File: src/rtl/prepare_for_fft.sv
// prepare_for_fft
//   Registered gather stage at the front of the FFT datapath. Each output
//   position i takes the input sample selected by new_indices[i]. The
//   upstream stage-ordering logic provides the index map, for example the
//   butterfly pairing 0,8,1,9,... for a 16-point stage. Latency is one
//   cycle and a new frame can be accepted every cycle.
//
// Parameters
//   SAMPLES  frame length, must be a power of two and >= 2
//   WIDTH    bits per sample
//   IDXW     index width, derived as $clog2(SAMPLES)
//
// Ports
//   clk            rising-edge clock
//   rst            synchronous active-high reset; takes priority over in_valid
//   in_valid       input_stream/new_indices carry a frame this cycle
//   input_stream   SAMPLES x WIDTH input samples
//   new_indices    SAMPLES x IDXW source index for each output position
//   out_valid      output_stream holds a permuted frame
//   output_stream  SAMPLES x WIDTH permuted samples (held while idle)
//   perm_error     captured index map was not a permutation
//
// Optional feature
//   PREPARE_FOR_FFT_PERM_CHECK_EN: when defined, perm_error is registered
//   with each captured frame and is set if any source index is absent from
//   the map. When undefined, perm_error is tied to 0 and no check logic
//   exists.

module prepare_for_fft #(
  parameter  int SAMPLES = 16,
  parameter  int WIDTH   = 3,
  localparam int IDXW    = $clog2(SAMPLES)
) (
  input  logic             clk,
  input  logic             rst,
  input  logic             in_valid,
  input  logic [WIDTH-1:0] input_stream  [SAMPLES],
  input  logic [IDXW-1:0]  new_indices   [SAMPLES],
  output logic             out_valid,
  output logic [WIDTH-1:0] output_stream [SAMPLES],
  output logic             perm_error
);

  // Gather network. SAMPLES is a power of two, so every IDXW-bit index
  // addresses a real sample and no range guard is needed.
  logic [WIDTH-1:0] gathered [SAMPLES];

  always_comb begin
    for (int unsigned i = 0; i < unsigned'(SAMPLES); i++) begin
      gathered[i] = input_stream[new_indices[i]];
    end
  end

  // Output register. Data loads only when a frame is accepted, so the
  // outputs keep the last frame while the stage is idle.
  always_ff @(posedge clk) begin
    if (rst) begin
      out_valid <= 1'b0;
      for (int unsigned i = 0; i < unsigned'(SAMPLES); i++) begin
        output_stream[i] <= '0;
      end
    end else begin
      out_valid <= in_valid;
      if (in_valid) begin
        for (int unsigned i = 0; i < unsigned'(SAMPLES); i++) begin
          output_stream[i] <= gathered[i];
        end
      end
    end
  end

`ifdef PREPARE_FOR_FFT_PERM_CHECK_EN
  // Mark every source index that the map references. With SAMPLES entries
  // and SAMPLES possible indices, an unmarked index means a duplicate is
  // present somewhere, so checking for absence is enough.
  logic [SAMPLES-1:0] seen;
  logic               missing;

  always_comb begin
    seen = '0;
    for (int unsigned i = 0; i < unsigned'(SAMPLES); i++) begin
      seen[new_indices[i]] = 1'b1;
    end
    missing = ~&seen;
  end

  always_ff @(posedge clk) begin
    if (rst) begin
      perm_error <= 1'b0;
    end else if (in_valid) begin
      perm_error <= missing;
    end
  end
`else
  assign perm_error = 1'b0;
`endif

endmodule

File: config.mk
export PLATFORM = sky130hd
export DESIGN_NAME = prepare_for_fft
export DESIGN_NICKNAME = d
export VERILOG_FILES = /design/src/rtl/prepare_for_fft.sv
export SDC_FILE = /design/constraint.sdc
export NUM_CORES = 1
export LEC_CHECK = 0
export CAP_MARGIN = 20
export CORE_MARGIN = 4
export CORE_UTILIZATION = 45
export DETAILED_ROUTE_END_ITERATION = 8
export PLACE_DENSITY = 0.73
export SLEW_MARGIN = 40
export SYNTH_ARGS = -nofsm -noshare
export SYNTH_HDL_FRONTEND = slang
export SYNTH_SLANG_ARGS = --single-unit
File: constraint.sdc
create_clock -name clk -period 1.4 [get_ports clk]
set_input_delay 0.28 -clock clk [delete_from_list [all_inputs] [get_ports clk]]
set_output_delay 0.28 -clock clk [all_outputs]
set_load 0.02 [all_outputs]
==> metrics.txt <==
Die Wd 146 um; synth unique cells 19; hold_sp output_stream[14]; Max FO, Critical Path 6; Synth top area share 44.9%; Clock transition at path regs 0.07 ns; Seq/Total Area, Yosys 11.5%; RD Place Congestion 0.992; WL per Instance 25.7 um; initial core utilization 45.8%; Pwr Density 565 nW/um2; post-DP HPWL 25.1 mm; Hold-fix buffers, CTS 0; Max clock buf depth 2; Vias 10600; worst r2r dst output_stream[11]; CP Class in -> reg; H-tree Lvls 2; clk_skew 0 ns; Critical Path Start Type input port; Static Leak 5.79 nW; number of vias per cell 6.83; fmax 0.702 GHz; die height 146 um; post-synth top area cell mux2i_1; initial DRC count 1982; violated checks setup timing; area of the core 18700 um2; synthesized area 8570 um2; Worst Slack Setup Final -0.0246 ns; Avg Cell Area, Syn 7.58 um2; Yosys reg bits 49; Total Routing Usage GR 34.1%; Slew headroom 59.6%; Port Buffers 163; number of hold violations in the final report 0; total CTS buffers 5; most frequent cells in the layout mux2i_1 (383), nand2_1 (189), a22oi_1 (99), clkdlybuf4s50_1 (97), nand3_1 (93); global route total overflow 0; result of the run finished with violations; CTS sink cnt 49; global route hottest layer met2; Hold WS 0.456 ns; # DRC 0; DR pass1 iterations 8; final setup fails 2; cells on worst reg2reg path 2; Max rail drop VDD 0.421 mV; Area Growth Syn to Fin 40.6%; # rows 50; CTS tree done; most common cell after layout, fill and taps aside mux2i_1; Least-Margin Pin Slew 0.606 ns; worst r2r src output_stream[11]; GR Util met1 44.8%; Die Area 21300 um2; critical path required time 1.60 ns; dpl cell area 11500 um2; CTS Root Cell clkbuf_16; routed wire length 40.1 mm; Final Util 64.4%; ant diodes 0; Final Max Slew Viols 0; Finished Cell Area 12000 um2; clock latency on the worst-skew pair 0.30 ns; Hold Path End output_stream[14]; Yosys warnings 0; Post-Syn Nets 1245; data arrival time of the worst path 1.62 ns; largest net degree at the start of global routing 25; Hold Crit Depth 2; hold crit path type reg -> reg; first-pass GRT wire length 57.5 mm; met2 capacity usage during global routing 50.2%; FF-to-FF setup slack 0.79 ns; min cycle time layout 1.42 ns; MaxCap Viol Count 0; layout cells sized above 1 13.6%; synth top area cells mux2i_1 (45%), dfxtp_1 (11%), a22oi_1 (8.7%); critical path capture point type register; antenna violations before repair 0; fin crit share 102%; vias in the first global route 9765; Routed Antenna Nets 0; Global Route met3 Usage 8.22%; Synth Instances 1130; I/O pin cnt 165; Final nets 1439
synth_stat cells:
master,n
nor2_1,17
or3b_4,10
nor2b_2,1
conb_1,1
buf_4,27
and2_1,31
nand4_1,51
buf_2,27
a21oi_1,45
nand3_1,93
mux2i_1,384
buf_1,16
a22oi_1,99
nor2b_1,33
clkbuf_1,45
buf_6,7
dfxtp_1,49
or3b_1,5
nand2_1,189
metal layers:
layer | vias to the layer above | wire length [um] | share of wire (%)
li1 | 4531 | - | -
met1 | 4836 | 14800 | 37
met2 | 995 | 16300 | 41
met3 | 282 | 5940 | 15
met4 | 0 | 3090 | 7.7
met5 | - | 0 | 0
registers in the layout, indices dropped and copies added (netlist names):
name	cells
output_stream	48
out_valid	1
kinds of logic after synthesis:
logic type	after synthesis	synth area share, %
compound gates	144	11.3
buf+inv	122	7.54
flops	49	11.5
mux	384	44.9
other cells	1	0.0438
simple gates	430	24.8
stage by stage:
stage / setup slack (ns) / TNS (ns) / instances / power, W
after detailed placement: -0.577 / -24.47 / 1535 / 0.00529
after CTS: 0.0184 / 0 / 1546 / 0.00653
final: -0.0246 / -0.0327 / 1558 / 0.00681
after global placement: -0.532 / -23.50 / 1535 / 0.00523
after global routing: -0.00359 / -0.00359 / 1558 / 0.00698
after floorplan: 0.200 / 0 / 1130 / 0.00356
area by class of cell:
class	instances	area, um2
multi-input combinational	959	6990
fill	1575	6660
timing repair buffer	309	3640
sequential	49	981
tap	234	293
clock buffer	7	143
repair_timing:
action | in CTS | in global routing
resized for setup | 58 | 27
gates cloned | 2 | 12
setup endpoints to repair | 97 | 42
hold endpoints to repair | 0 | 0
setup buffers | 2 | 0
where the power goes:
part / internal (W) / switching (W) / leakage (nW)
clock: 0.000708 / 0.000652 / 0.0700
combinational: 0.00176 / 0.00206 / 5.31
sequential: 0.00153 / 0.0000917 / 0.405
how the worst max path moves through the flow:
stage / from / to / slack [ns] / depth (start not counted)
detailed placement: in_valid / output_stream[30] / -0.58 / 6
floorplan: new_indices[8] / output_stream[6] / 0.20 / 6
CTS: input_stream[1] / output_stream[19] / 0.02 / 6
global route: new_indices[29] / output_stream[21] / -0.004 / 5
finish: new_indices[1] / output_stream[1] / -0.02 / 5
global placement: in_valid / output_stream[2] / -0.53 / 6
worst max-delay path, cell delays in order:
cell	delay, ns
clkdlybuf4s50_1	0.47
nor2_1	0.45
a22oi_1	0.21
nand4_1	0.14
nand3_1	0.08
(Power assumes the default switching activity.)
